## src/rtl/dbg_uart_pkg.sv

```systemverilog
// Shared types and constants for the debug UART receive path.
// Imported by the receiver top level and its FIFO.
package dbg_uart_pkg;

    localparam int DATA_BITS = 8;
    localparam int CNT_W     = 16;

    typedef enum logic [2:0] {
        IDLE  = 3'd0,
        START = 3'd1,
        DATA  = 3'd2,
        STOP  = 3'd3,
        BREAK = 3'd4
    } rx_state_e;

    // Pointer width for a power-of-two FIFO; the occupancy count is one bit wider.
    function automatic int fifo_ptr_w(input int depth);
        return (depth < 2) ? 1 : $clog2(depth);
    endfunction

endpackage

```

## src/rtl/dbg_uart_rx_fifo.sv

```systemverilog
// First-word fall-through FIFO: head entry is always presented on data_o.
// A push into a full FIFO is dropped (with an overrun pulse) unless a pop frees a slot that cycle.
module dbg_uart_rx_fifo
    import dbg_uart_pkg::*;
#(
    parameter int DEPTH = 4,
    parameter int W     = 8
) (
    input  logic         clk_i,
    input  logic         rst_ni,
    input  logic         push_i,
    input  logic [W-1:0] data_i,
    input  logic         pop_i,
    output logic [W-1:0] data_o,
    output logic         valid_o,
    output logic         overrun_o
);

    localparam int PW = fifo_ptr_w(DEPTH);

    logic [W-1:0]  r_mem [DEPTH];
    logic [PW-1:0] r_wr_ptr;
    logic [PW-1:0] r_rd_ptr;
    logic [PW:0]   r_count;
    logic          r_overrun;

    logic w_empty;
    logic w_full;
    logic w_pop;
    logic w_push;

    assign w_empty = (r_count == '0);
    assign w_full  = (r_count == (PW+1)'(DEPTH));
    assign w_pop   = pop_i && !w_empty;
    assign w_push  = push_i && (!w_full || w_pop);

    // Pointers are PW bits wide, so wrap-around is the natural overflow.
    always_ff @(posedge clk_i or negedge rst_ni) begin
        if (!rst_ni) begin
            r_wr_ptr  <= '0;
            r_rd_ptr  <= '0;
            r_count   <= '0;
            r_overrun <= 1'b0;
        end else begin
            r_overrun <= push_i && w_full && !w_pop;
            if (w_push) r_wr_ptr <= r_wr_ptr + 1'b1;
            if (w_pop)  r_rd_ptr <= r_rd_ptr + 1'b1;
            case ({w_push, w_pop})
                2'b10:   r_count <= r_count + 1'b1;
                2'b01:   r_count <= r_count - 1'b1;
                default: r_count <= r_count;
            endcase
        end
    end

    always_ff @(posedge clk_i) begin
        if (w_push) r_mem[r_wr_ptr] <= data_i;
    end

    assign valid_o   = !w_empty;
    assign data_o    = w_empty ? '0 : r_mem[r_rd_ptr];
    assign overrun_o = r_overrun;

endmodule

```

## src/rtl/dbg_uart_rx.sv

```systemverilog
// Debug UART receiver: 8N1 deserialiser with mid-bit sampling feeding a small FWFT FIFO.
// Handshake: a byte transfers on any cycle where valid_o && ready_i; valid_o never depends on ready_i.
module dbg_uart_rx
    import dbg_uart_pkg::*;
#(
    parameter int CLK_DIV    = 87,
    parameter int FIFO_DEPTH = 4
) (
    input  logic                 clk_i,
    input  logic                 rst_ni,
    input  logic                 rx_i,
    output logic [DATA_BITS-1:0] data_o,
    output logic                 valid_o,
    input  logic                 ready_i,
    output logic                 frame_err_o,
    output logic                 overrun_o,
    output logic                 busy_o,
    output rx_state_e            dbg_state_o
);

    localparam logic [CNT_W-1:0] HALF_LOAD = CNT_W'(CLK_DIV / 2 - 1);
    localparam logic [CNT_W-1:0] BIT_LOAD  = CNT_W'(CLK_DIV - 1);
    localparam logic [2:0]       LAST_BIT  = 3'(DATA_BITS - 1);

    logic [1:0]           r_sync;
    rx_state_e            r_state;
    logic [CNT_W-1:0]     r_cnt;
    logic [2:0]           r_bit_idx;
    logic [DATA_BITS-1:0] r_shreg;
    logic                 r_frame_err;

    rx_state_e            w_state_nxt;
    logic [CNT_W-1:0]     w_cnt_nxt;
    logic [2:0]           w_bit_idx_nxt;
    logic [DATA_BITS-1:0] w_shreg_nxt;
    logic                 w_frame_err;
    logic                 w_push;
    logic                 w_rx_s;
    logic                 w_tick;

    assign w_rx_s = r_sync[1];
    assign w_tick = (r_cnt == '0);

    always_ff @(posedge clk_i or negedge rst_ni) begin
        if (!rst_ni) begin
            r_sync      <= 2'b11;
            r_state     <= IDLE;
            r_cnt       <= '0;
            r_bit_idx   <= '0;
            r_shreg     <= '0;
            r_frame_err <= 1'b0;
        end else begin
            r_sync      <= {r_sync[0], rx_i};
            r_state     <= w_state_nxt;
            r_cnt       <= w_cnt_nxt;
            r_bit_idx   <= w_bit_idx_nxt;
            r_shreg     <= w_shreg_nxt;
            r_frame_err <= w_frame_err;
        end
    end

    always_comb begin
        w_state_nxt   = r_state;
        w_cnt_nxt     = r_cnt;
        w_bit_idx_nxt = r_bit_idx;
        w_shreg_nxt   = r_shreg;
        w_frame_err   = 1'b0;
        w_push        = 1'b0;
        case (r_state)
            IDLE: begin
                if (!w_rx_s) begin
                    w_state_nxt = START;
                    w_cnt_nxt   = HALF_LOAD;
                end
            end
            START: begin
                if (!w_tick) begin
                    w_cnt_nxt = r_cnt - 1'b1;
                end else if (!w_rx_s) begin
                    w_state_nxt   = DATA;
                    w_cnt_nxt     = BIT_LOAD;
                    w_bit_idx_nxt = '0;
                end else begin
                    w_state_nxt = IDLE;
                end
            end
            DATA: begin
                if (!w_tick) begin
                    w_cnt_nxt = r_cnt - 1'b1;
                end else begin
                    w_shreg_nxt = {w_rx_s, r_shreg[DATA_BITS-1:1]};
                    w_cnt_nxt   = BIT_LOAD;
                    if (r_bit_idx == LAST_BIT) w_state_nxt = STOP;
                    else                       w_bit_idx_nxt = r_bit_idx + 1'b1;
                end
            end
            STOP: begin
                if (!w_tick) begin
                    w_cnt_nxt = r_cnt - 1'b1;
                end else if (w_rx_s) begin
                    // Returning to IDLE mid-stop-bit lets the next start edge be caught early.
                    w_push      = 1'b1;
                    w_state_nxt = IDLE;
                end else begin
                    w_frame_err = 1'b1;
                    w_state_nxt = BREAK;
                end
            end
            BREAK: begin
                if (w_rx_s) w_state_nxt = IDLE;
            end
            default: w_state_nxt = IDLE;
        endcase
    end

    dbg_uart_rx_fifo #(
        .DEPTH (FIFO_DEPTH),
        .W     (DATA_BITS)
    ) u_fifo (
        .clk_i     (clk_i),
        .rst_ni    (rst_ni),
        .push_i    (w_push),
        .data_i    (r_shreg_push_data()),
        .pop_i     (ready_i),
        .data_o    (data_o),
        .valid_o   (valid_o),
        .overrun_o (overrun_o)
    );

    // The stop tick pushes the fully assembled byte held in the shift register.
    function automatic logic [DATA_BITS-1:0] r_shreg_push_data();
        return r_shreg;
    endfunction

    assign frame_err_o = r_frame_err;
    assign busy_o      = (r_state != IDLE);
    assign dbg_state_o = r_state;

endmodule

```

## config.mk

```make
export PLATFORM = sky130hd
export DESIGN_NAME = dbg_uart_rx
export DESIGN_NICKNAME = d
export VERILOG_FILES = /design/src/rtl/dbg_uart_pkg.sv /design/src/rtl/dbg_uart_rx_fifo.sv /design/src/rtl/dbg_uart_rx.sv
export SDC_FILE = /design/constraint.sdc
export NUM_CORES = 1
export LEC_CHECK = 0
export CORE_UTILIZATION = 50
export DETAILED_ROUTE_END_ITERATION = 10
export DONT_BUFFER_PORTS = 1
export HOLD_SLACK_MARGIN = 0.1
export PLACE_DENSITY = 0.73
export SLEW_MARGIN = 10
export SYNTH_ARGS = -nofsm -noshare
export SYNTH_HDL_FRONTEND = slang
export SYNTH_SLANG_ARGS = --single-unit
```

## constraint.sdc

```tcl
create_clock -name clk_i -period 3.15 [get_ports clk_i]
set_input_delay 0.63 -clock clk_i [delete_from_list [all_inputs] [get_ports clk_i]]
set_output_delay 0.63 -clock clk_i [all_outputs]
set_load 0.05 [all_outputs]
```

Word-level counts from Yosys, hierarchy flattened
Memory sizes are Yosys's and may differ from the RTL's.
Index checks and enable logic that the tools add are counted.

cells by class
  mux-type cells = 30
  bitwise logic cells = 0
  div/mod/pow operators = 0
  equality and inequality tests = 18
  reduce and logical (&&, ||, !) cells = 19
  shifts and indexed selects = 0
  magnitude comparators = 0
  $mul = 0
  add/sub/neg operators = 6

operators with widths
  cell                                                 count
  2-to-1 mux 16 bit                                    5
  one-hot mux 16 bit (4 select lines)                  1
  2-to-1 mux 3 bit                                     11
  inequality test 2 bit, second input constant         9
  zero test 16 bit                                     1
  subtractor 16 x 1 -> 16 bit, second input constant   1
  one-hot mux 3 bit (5 select lines)                   1
  one-hot mux 3 bit (2 select lines)                   2
  equality test 3 bit, second input constant           3
  2-to-1 mux 1 bit                                     8
  2-to-1 mux 8 bit                                     1
  adder 3 x 1 -> 3 bit, second input constant          2
  equality test 3 x 2 -> 1 bit, second input constant  2
  zero test 3 bit                                      2
  AND reduction 6 bit                                  1
  AND reduction 5 bit                                  1
  adder 2 x 1 -> 2 bit, second input constant          2
  logical AND 1 bit                                    4
  AND reduction 4 bit                                  1
  nonzero test 2 bit                                   2
  nonzero test 4 bit                                   1
  equality test 3 x 1 -> 1 bit, second input constant  1
  zero test 1 bit                                      3
  inequality test 3 bit, second input constant         1
  other kinds (7)                                      7

storage, ports and cells
  register bits after elaboration = 41
  memory bits (read-only) = 0
  input bits = 4
  bits in writable memories = 32
  output and inout port bits = 15
  memories = 1
  word-level logic and storage cells = 84
  latch bits = 0

memories
  name          depth  width  rd ports  clocked after Yosys merged registers in  wr ports  line                    source
  u_fifo.r_mem  4      8      1         0                                        1         dbg_uart_rx_fifo.sv:21  logic [W-1:0] r_mem [DEPTH];

Logic depth before layout (Yosys ltp)
Gate-level depths: netlist of the first run.

  depth after elaboration = 7
  depth in mapped cells = 13
  mapped depth without buffers = 12

Cells and area by module
Synthesis of the first run repeated with hierarchy kept, for this count alone.

second synthesis, totals
  cells, all modules = 270
  area, all modules = 3392.0 um2

modules (own cells, without submodules)
  module            cells an instance  times used  area each (um2)  sequential area each (um2)
  dbg_uart_rx       180                1           1707.9           828.3
  dbg_uart_rx_fifo  90                 1           1684.1           1161.1

Worst setup path after synthesis of the first run
No wires, ideal clock.

  path kind = reg2reg
  from = register r_state[2], in the netlist dbg_state_o[2]
  to = register u_fifo.r_count[2]
  library setup time = 0.125 ns
  setup slack = 0.350 ns
  path buffers = 1
  clock period less this slack = 2.800 ns
  data required time = 3.025 ns
  cell stages (with the launch flop) = 12
  data arrival time = 2.675 ns
  cells stage by stage = dfrtp_1 clkbuf_1 nor4_1 nand4_1 nor4b_2 inv_1 ha_1 inv_1 fa_1 xor2_1 nor2_1 xor2_1

on the way
  longest elaborated chain between the ends = 5
  elaborated cells between the ends (all ways) = 7
  classes of those cells = eq/ne: 3; mux: 2; reduce/logical: 2

RTL lines
  element                                                                          line                    source
  start, declared                                                                  dbg_uart_rx.sv:26       rx_state_e r_state;
  start signal, assigned                                                           dbg_uart_rx.sv:54       r_state <= w_state_nxt;
  equality test 3 x 2 -> 1 bit *                                                   dbg_uart_rx.sv:69       case (r_state)
  2-to-1 mux 1 bit *                                                               dbg_uart_rx.sv:69
  logical AND 1 bit *                                                              dbg_uart_rx_fifo.sv:35  assign w_push = push_i && (!w_full || w_pop);
  equality test 2 x 1 -> 1 bit / equality test 2 bit (equally long branches)       dbg_uart_rx_fifo.sv:48  case ({w_push, w_pop})
  one-hot mux 3 bit (2 select lines) / nonzero test 2 bit (equally long branches)  n/a
  end signal, assigned                                                             dbg_uart_rx_fifo.sv:49  2'b10: r_count <= r_count + 1'b1;
  end signal, assigned                                                             dbg_uart_rx_fifo.sv:50  2'b01: r_count <= r_count - 1'b1;
  end signal, assigned                                                             dbg_uart_rx_fifo.sv:51  default: r_count <= r_count;
  end, declared                                                                    dbg_uart_rx_fifo.sv:24  logic [PW:0] r_count;

Mark *: on every way between the ends. The rest lies on a longest branch, timed or not.
A chain may end at the register's enable or synchronous reset.

Worst setup path after layout of the first run
  from = register r_cnt[0]
  to = register u_fifo.r_count[2]

on the way
  longest elaborated chain between the ends = 6
  elaborated cells between the ends (all ways) = 8
  classes of those cells = eq/ne: 2; mux: 3; reduce/logical: 3

RTL lines
  element                                                                          line                    source
  start, declared                                                                  dbg_uart_rx.sv:27       logic [CNT_W-1:0] r_cnt;
  start signal, assigned                                                           dbg_uart_rx.sv:55       r_cnt <= w_cnt_nxt;
  zero test 16 bit *                                                               dbg_uart_rx.sv:42       assign w_tick = (r_cnt == '0);
  2-to-1 mux 1 bit *                                                               dbg_uart_rx.sv:98       if (!w_tick) begin
  2-to-1 mux 1 bit *                                                               dbg_uart_rx.sv:69
  logical AND 1 bit *                                                              dbg_uart_rx_fifo.sv:35
  equality test 2 x 1 -> 1 bit / equality test 2 bit (equally long branches)       dbg_uart_rx_fifo.sv:48
  one-hot mux 3 bit (2 select lines) / nonzero test 2 bit (equally long branches)  n/a

Marked as above.

==> results of run 1 <==
==> metal layers <==
| layer | vias up | part of all wire, % | routed length [µm] |
|---|---|---|---|
| li1 | 1043 | - | - |
| met1 | 1070 | 45 | 2970 |
| met2 | 54 | 48 | 3160 |
| met3 | 8 | 4.7 | 305 |
| met4 | 0 | 1.5 | 99 |
| met5 | - | 0 | 0 |
==> sequential cells by signal, indices dropped and copies added (netlist names), 2 cells and up <==
name and flops:
dbg_state_o 3, r_bit_idx 3, r_cnt 16, r_shreg 8, r_sync 2, u_fifo.r_count 3
u_fifo.r_mem 32, u_fifo.r_rd_ptr 2, u_fifo.r_wr_ptr 2
==> stage by stage <==
step	instance area [µm²]	setup slack (ns)
5_1_grt	3890	0.0956
3_5_place_dp	3620	0.523
4_1_cts	3880	0.456
6_report	3890	0.452
3_3_place_gp	3620	0.585
2_1_floorplan	3500	0.350
==> synthesized netlist by cell type, types with 2 or more instances <==
master	count	share of area, %
o21ai_0	16	2.3
a21o_1	2	0.43
dfstp_2	2	1.5
nor4_1	5	0.89
clkbuf_1	7	0.75
mux2_2	7	2.3
buf_1	2	0.21
a211oi_1	4	0.86
and2_1	14	2.5
or4_2	2	0.50
nor3_1	2	0.29
or4_1	3	0.64
a21oi_1	10	1.4
a31oi_1	3	0.54
xnor2_1	6	1.5
nand3_1	4	0.57
nor4b_1	3	0.75
dfrtp_1	39	28
edfxtp_1	32	27
mux2i_1	3	0.86
and4_1	2	0.50
nand2b_1	5	0.89
or3_1	4	0.71
a311oi_1	2	0.50
nand4_1	2	0.36
nor2_1	21	2.3
mux4_2	8	5.1
nor4_4	2	1.2
o41ai_1	2	0.50
nand2_1	11	1.2
inv_1	9	0.96
xor2_1	6	1.5
ha_1	9	3.2
==> cell usage in the layout, fill, tap and decap left out, drive strengths merged, types with 6 or more instances in the layout <==
cell	instances
mux2	7
xnor2	6
mux4	8
dfrtp	39
edfxtp	32
nor2	21
or3	6
nor4	8
and2	14
xor2	6
clkbuf	10
ha	9
o21ai	17
inv	10
buf	7
nand2	12
a21oi	10
==> cells by family after synthesis <==
kind of cell             after synthesis
flip-flops                            73
multiplexers                          18
AND/OR/NAND/NOR                       92
XOR/XNOR                              12
buffers and inverters                 19
adder cells (fa/ha/maj)               10
AO/OA/AOI/OAI                         49
==> cell type report <==
| type | count | area share [%] |
|---|---|---|
| Sequential cell | 73 | 51.1 |
| Multi-Input combinational cell | 181 | 36.8 |
| Clock buffer | 10 | 3.28 |
| Tap cell | 96 | 3.08 |
| Clock inverter | 6 | 2.96 |
| Timing Repair Buffer | 8 | 1.93 |
| Inverter | 9 | 0.867 |
==> power groups by stage <==
stage          Combinational, W  Sequential, W  Clock, W
2_1_floorplan          0.000681        0.00114         0
3_3_place_gp           0.000685        0.00122         0
3_5_place_dp           0.000698        0.00122         0
4_1_cts                0.000712        0.00121  0.000906
5_1_grt                0.000771        0.00123  0.000946
6_report               0.000708        0.00121  0.000887
==> repair_timing <==
item | in CTS | in global routing
endpoints found under the hold margin | 39 | 1
setup endpoints to repair | 0 | 0
resized for setup | 0 | 0
hold buffers | 1 | 1
==> final timing paths <==
path	slack, ns	start	cells past startpoint	endpoint
min in group clk_i	0.28	rx_i	0	r_sync[0]
hold reg to reg	0.35	r_sync[0]	0	r_sync[1]
setup reg to reg	0.45	r_cnt[0]	12	u_fifo.r_count[2]
setup / recovery	0.45	r_cnt[0]	12	u_fifo.r_count[2]
hold / removal	0.12	rst_ni	1	u_fifo.overrun_o
max in group asynchronous	2.44	rst_ni	1	r_sync[1]
==> worst max-delay path: cells and delay by family, from the launching register on <==
family                     cells  cell delay, ns
xor gates and xnor gates       2            0.29
adders and majority gates      3            0.57
buffers and inverters          3            0.29
and+or+nand+nor                4            0.96
DFF                            1            0.48
==> results_dict.tcl, run 1 <==
set metrics [dict create \
    met2_usage_pct 31.3 \
    stdcell_count 383 \
    drc 0 \
    synthSimpleGateAreaFrac_pct 16.6 \
    grt_pass1_wl_mm 10.9 \
    synth_compound_area_share_pct 9.32 \
    path_max_fanout 8 \
    dp.final_hpwl_mm 4.34 \
    use_met3_pct 3.75 \
    cts_tree "built" \
    rows 30 \
    cts_buffer_depth 2 \
    crit_top_cell "inv_1" \
    via_count 2175 \
    cap_violations 0 \
    avgRoutedWirePerCell_um 17.1 \
    clock.fmax_ghz 0.371 \
    place_congestion 0.906 \
    slowest_stage "dfrtp_1" \
    skew_ns 0.0105 \
    drv_slew 0 \
    wl_mm 6.53 \
    num_io_pins 19 \
    postSynthAreaPerCell_um2 12.8 \
    synth_edf_count 32 \
    clkTransAtPathRegs_ns 0.08 \
    start_util_pct 51.5 \
    power.share.combinational_pct 25.3 \
    cts_buffers 9 \
    h-tree-depth 3 \
    cts_sinks 73 \
    powerDensity_nw_per_um2 719 \
    dieArea_um2 7340 \
    synth.distinct_cells 57 \
    rsz0062_at_grt "no" \
    leakagePower_nw 1.56 \
    fin_crit_sh_pct 85.6 \
    p_int_w 0.00185 \
    critPathCaptureType "register" \
    finalHoldViolCount 0 \
    swShare_pct 34.0 \
    crit_type "register to register" \
    ys_ff_latch 73 \
    ir_worst_vdd_mv 0.295 \
    ant_nets 0 \
    num-nets-final 296 \
    path_cells "inv_1, ha_1, nor4b_1, nand4_1, nor4b_2, inv_1, ha_1, inv_1, fa_1, xor2_1, nor2_1, xor2_1" \
    grt-ovfl-total 0 \
    pwr-share-seq_pct 43.0 \
    fin_setup_tns_ns 0 \
    synthToLayoutAreaGrowth_pct 11.2 \
    yosys-mux-area-fraction_pct 8.25 \
    final_util_pct 57.3 \
    yosysSeqAreaShare_pct 56.8 \
    antenna_found_initial 0 \
    period_needed_ns 2.70 \
    track_usage_pct 19.6 \
    use_met1_pct 26.4 \
    outcome "finished clean" \
    firstDrtPassIters 4 \
    crit_required_ns 3.39 \
    arrival_ns 2.93 \
    synthAdderAreaFrac_pct 3.79 \
    clock_latency_ns 0.34 \
    setup_viol 0 \
    slew_headroom_pct 52.2 \
    power_frac_clock_pct 31.7 \
    whs_ns 0.119 \
    top_usage_layer "met2" \
    syn_nets 287 \
    synth_xor_area_share_pct 3.00 \
    drt_iter0_drc 98 \
    syn_inst 273 \
    layout-drive-gt1-share_pct 19.2 \
    syn_area_um2 3500 \
    netSwitchingPower_w 0.000951 \
    postCtsSetupRepairBufs 0 \
    cts_root_buf "clkbuf_8" \
    multi_input_area_um2 1430 \
    placed_cells_incl_taps 365 \
    grt_pass1_vias 2123 \
    viasPerCell 5.68 \
    hold_class "primary input to async pin" \
    synthArstFlopShare_pct 56.2 \
    critPathMaxStageDelay_ns 0.48 \
    worst_pin_slew_ns 0.716 \
    die-width_um 85.7 \
    total_power_w 0.00280 \
    ys_warn_count 0 \
    port_buffers 0 \
    synth_top_family_by_area "simple AND/OR/NAND/NOR gates" \
    die_h_um 85.7 \
    num_antenna_cells 0 \
    startpoint_type "register" \
    fillers 564 \
    synthFlopType "dfrtp_1" \
    coreArea_um2 6790 \
    seq_area_um2 1990 \
    grt_max_degree 40 \
]
(Power assumes the default switching activity.)
==> run 2: changes to the inputs <==
--- a/config.mk
+++ b/config.mk
@@ -5,12 +5,13 @@
 export SDC_FILE = /design/constraint.sdc
 export NUM_CORES = 1
 export LEC_CHECK = 0
-export CORE_UTILIZATION = 50
+export CORE_UTILIZATION = 45
 export DETAILED_ROUTE_END_ITERATION = 10
 export DONT_BUFFER_PORTS = 1
 export HOLD_SLACK_MARGIN = 0.1
-export PLACE_DENSITY = 0.73
+export PLACE_DENSITY = 0.68
 export SLEW_MARGIN = 10
 export SYNTH_ARGS = -nofsm -noshare
 export SYNTH_HDL_FRONTEND = slang
+export SYNTH_HIERARCHICAL = 1
 export SYNTH_SLANG_ARGS = --single-unit
==> results_dict.tcl, run 2 <==
set metrics [dict create \
    die_h_um 88.8 \
    slew_headroom_pct 60.6 \
    final_common_cell "dfrtp_1" \
    slowest_stage "or4b_1" \
    drt_iter0_drc 91 \
    regMostFlops "u_fifo/r_mem" \
    stdcell_count 383 \
    finalHoldViolCount 0 \
    cap_violations 0 \
    syn_nets 283 \
    skew_ns 0.0134 \
    drv_slew 0 \
    setup_viol 0 \
    crit_type "register to register" \
    track_usage_pct 15.9 \
    hold_buffers 1 \
    ys_top_cells_by_count "39 x dfrtp_1, 32 x edfxtp_1, 25 x nor2_1" \
    fin_crit_sh_pct 88.3 \
    grt_pass1_vias 1966 \
    crit_required_ns 3.38 \
    path_max_fanout 3 \
    leakagePower_nw 1.50 \
    critPathMaxStageDelay_ns 0.48 \
    clock_latency_ns 0.34 \
    synth_edf_count 32 \
    cts_buffer_depth 2 \
    powerDensity_nw_per_um2 725 \
    place_congestion 0.804 \
    regToRegStartpoint "r_cnt[0]" \
    placed_cells_incl_taps 365 \
    ys_ff_latch 73 \
    ff2ff_path_depth 14 \
    worst_pin_slew_ns 0.591 \
    yosysSeqAreaShare_pct 58.6 \
    ir_worst_vdd_mv 0.279 \
    clkTransAtPathRegs_ns 0.08 \
    ys_warn_count 6 \
    crit_top_cell "inv_1" \
    r2r_slack_ns 0.37 \
    postSynthAreaPerCell_um2 12.6 \
    startpoint_type "register" \
    clock.fmax_ghz 0.359 \
    wl_mm 5.58 \
    final_util_pct 51.3 \
    path_buf_inv 3 \
    yosys-top-cells-area "dfrtp_1 29%, edfxtp_1 28%, mux4_2 5.3%, ha_1 3.0%, nor2_1 2.8%" \
    critical_path.top_delay_family "simple AND/OR/NAND/NOR gates" \
    final_cell_mix "39 x dfrtp_1, 32 x edfxtp_1, 25 x nor2_1" \
    postCtsSetupRepairBufs 0 \
    arrival_ns 3.01 \
    firstDrtPassIters 4 \
    syn_area_um2 3390 \
    via_count 2026 \
    die-width_um 88.8 \
    num_antenna_cells 0 \
    synth.most_common_cell "dfrtp_1" \
    period_needed_ns 2.78 \
    dp.final_hpwl_mm 3.79 \
    path_cells "inv_1, ha_1, or4b_1, nor3_1, nand3_1, nor2_1, nor2b_2, inv_1, ha_1, inv_1, fa_1, xor2_1, nor2_1, xor2_1" \
    rsz0062_at_grt "no" \
    viasPerCell 5.29 \
    critPathCaptureType "register" \
    dieArea_um2 7890 \
    hold_class "primary input to async pin" \
    synth.distinct_cells 53 \
    cts_root_buf "clkbuf_8" \
    largest_reg_flops 32 \
    grt_pass1_wl_mm 9.38 \
    coreArea_um2 7250 \
    h-tree-depth 3 \
    reg_top3 "u_fifo/r_mem x32, r_cnt x16, r_shreg x8" \
    synth_top_area_cell "dfrtp_1" \
    fin_setup_tns_ns 0 \
    rows 31 \
    start_util_pct 46.8 \
    cts_resized 0 \
    avgRoutedWirePerCell_um 14.6 \
    grt-ovfl-total 0 \
    r2r_end "u_fifo/r_count[2]" \
    yosysTopAreaCellShare_pct 28.8 \
    layout-drive-gt1-share_pct 19.0 \
    num_io_pins 19 \
    whs_ns 0.121 \
    port_buffers 0 \
    antenna_found_initial 0 \
    syn_inst 270 \
    outcome "finished clean" \
    total_power_w 0.00270 \
    drc 0 \
    cts_sinks 73 \
    cts_tree "built" \
    synthArstFlopShare_pct 56.2 \
    synthFlopType "dfrtp_1" \
    cts_buffers 9 \
    num-nets-final 292 \
    grt_max_degree 40 \
    synthToLayoutAreaGrowth_pct 9.70 \
    ant_nets 0 \
]
[run 2: cell types whose count changed after synthesis, moves of 4 or more]
cell	before	now
nor3_1	2	8
a211oi_1	4	0
clkbuf_1	7	3
nor2_1	21	25
o21ai_0	16	12
nor4_1	5	0
nand2_1	11	17
inv_1	9	14
[run 2: worst register-to-register path: stages (launching register included)]
cell	delay, ns
dfrtp_1	0.40
inv_1	0.07
ha_1	0.18
or4b_1	0.48
nor3_1	0.21
nand3_1	0.15
nor2_1	0.15
nor2b_2	0.17
inv_1	0.05
ha_1	0.21
inv_1	0.08
fa_1	0.17
xor2_1	0.17
nor2_1	0.07
xor2_1	0.14
[run 2: how the worst max path moves through the flow]
| stage | from | to | slack (ns) | cells after the start |
|---|---|---|---|---|
| detailed placement | r_cnt[0] | u_fifo/r_count[2] | 0.38 | 14 |
| CTS | r_cnt[0] | u_fifo/r_count[2] | 0.37 | 14 |
| finish | r_cnt[0] | u_fifo/r_count[2] | 0.37 | 14 |
| global placement | r_cnt[0] | u_fifo/r_count[2] | 0.48 | 14 |
| global route | r_cnt[1] | u_fifo/r_count[2] | 0.11 | 14 |
| floorplan | r_cnt[0] | u_fifo/r_count[2] | 0.39 | 15 |
[run 2: cells by family (layout without fill, tap and decap cells)]
group                    count (synthesis)  in the layout  share of synthesized area [%]
flip-flops                              73             73                           58.7
XOR/XNOR                                 6              6                           1.55
adder cells (fa/ha/maj)                  9              9                           3.54
multiplexers                            19             19                           9.00
AND/OR/NAND/NOR                         94             94                           15.7
AO/OA/AOI/OAI                           45             45                           8.00
buffers and inverters                   24             38                           3.54
[run 2: power by group]
part / internal (W) / total (W) / switching [W]
clock: 0.000386 / 0.000721 / 0.000335
combinational: 0.000275 / 0.000787 / 0.000511
sequential: 0.00107 / 0.00119 / 0.000125
[run 2: metrics by stage]
stage	worst slack [ns]	cell area, µm²
after detailed placement	0.381	3490
after floorplan	0.394	3390
after global routing	0.114	3720
final	0.368	3720
after CTS	0.371	3710
after global placement	0.475	3490
[run 2: metal layers]
| metal | vias to the layer above | global-route usage (%) | wire (µm) |
|---|---|---|---|
| met5 | - | 0 | 0 |
| met4 | 0 | 6.01 | 44 |
| met3 | 4 | 4.48 | 211 |
| met2 | 42 | 24.8 | 2730 |
| met1 | 989 | 21.3 | 2600 |
| li1 | 991 | - | - |
[run 2: cell type report]
class	instances	area (µm²)
repair buffers	8	75.1
flip-flops and latches	73	1990
fillers	618	3530
inverters	14	52.6
multi-input cells	173	1280
clock inverters	5	56.3
clock buffers	11	141
well taps	99	124
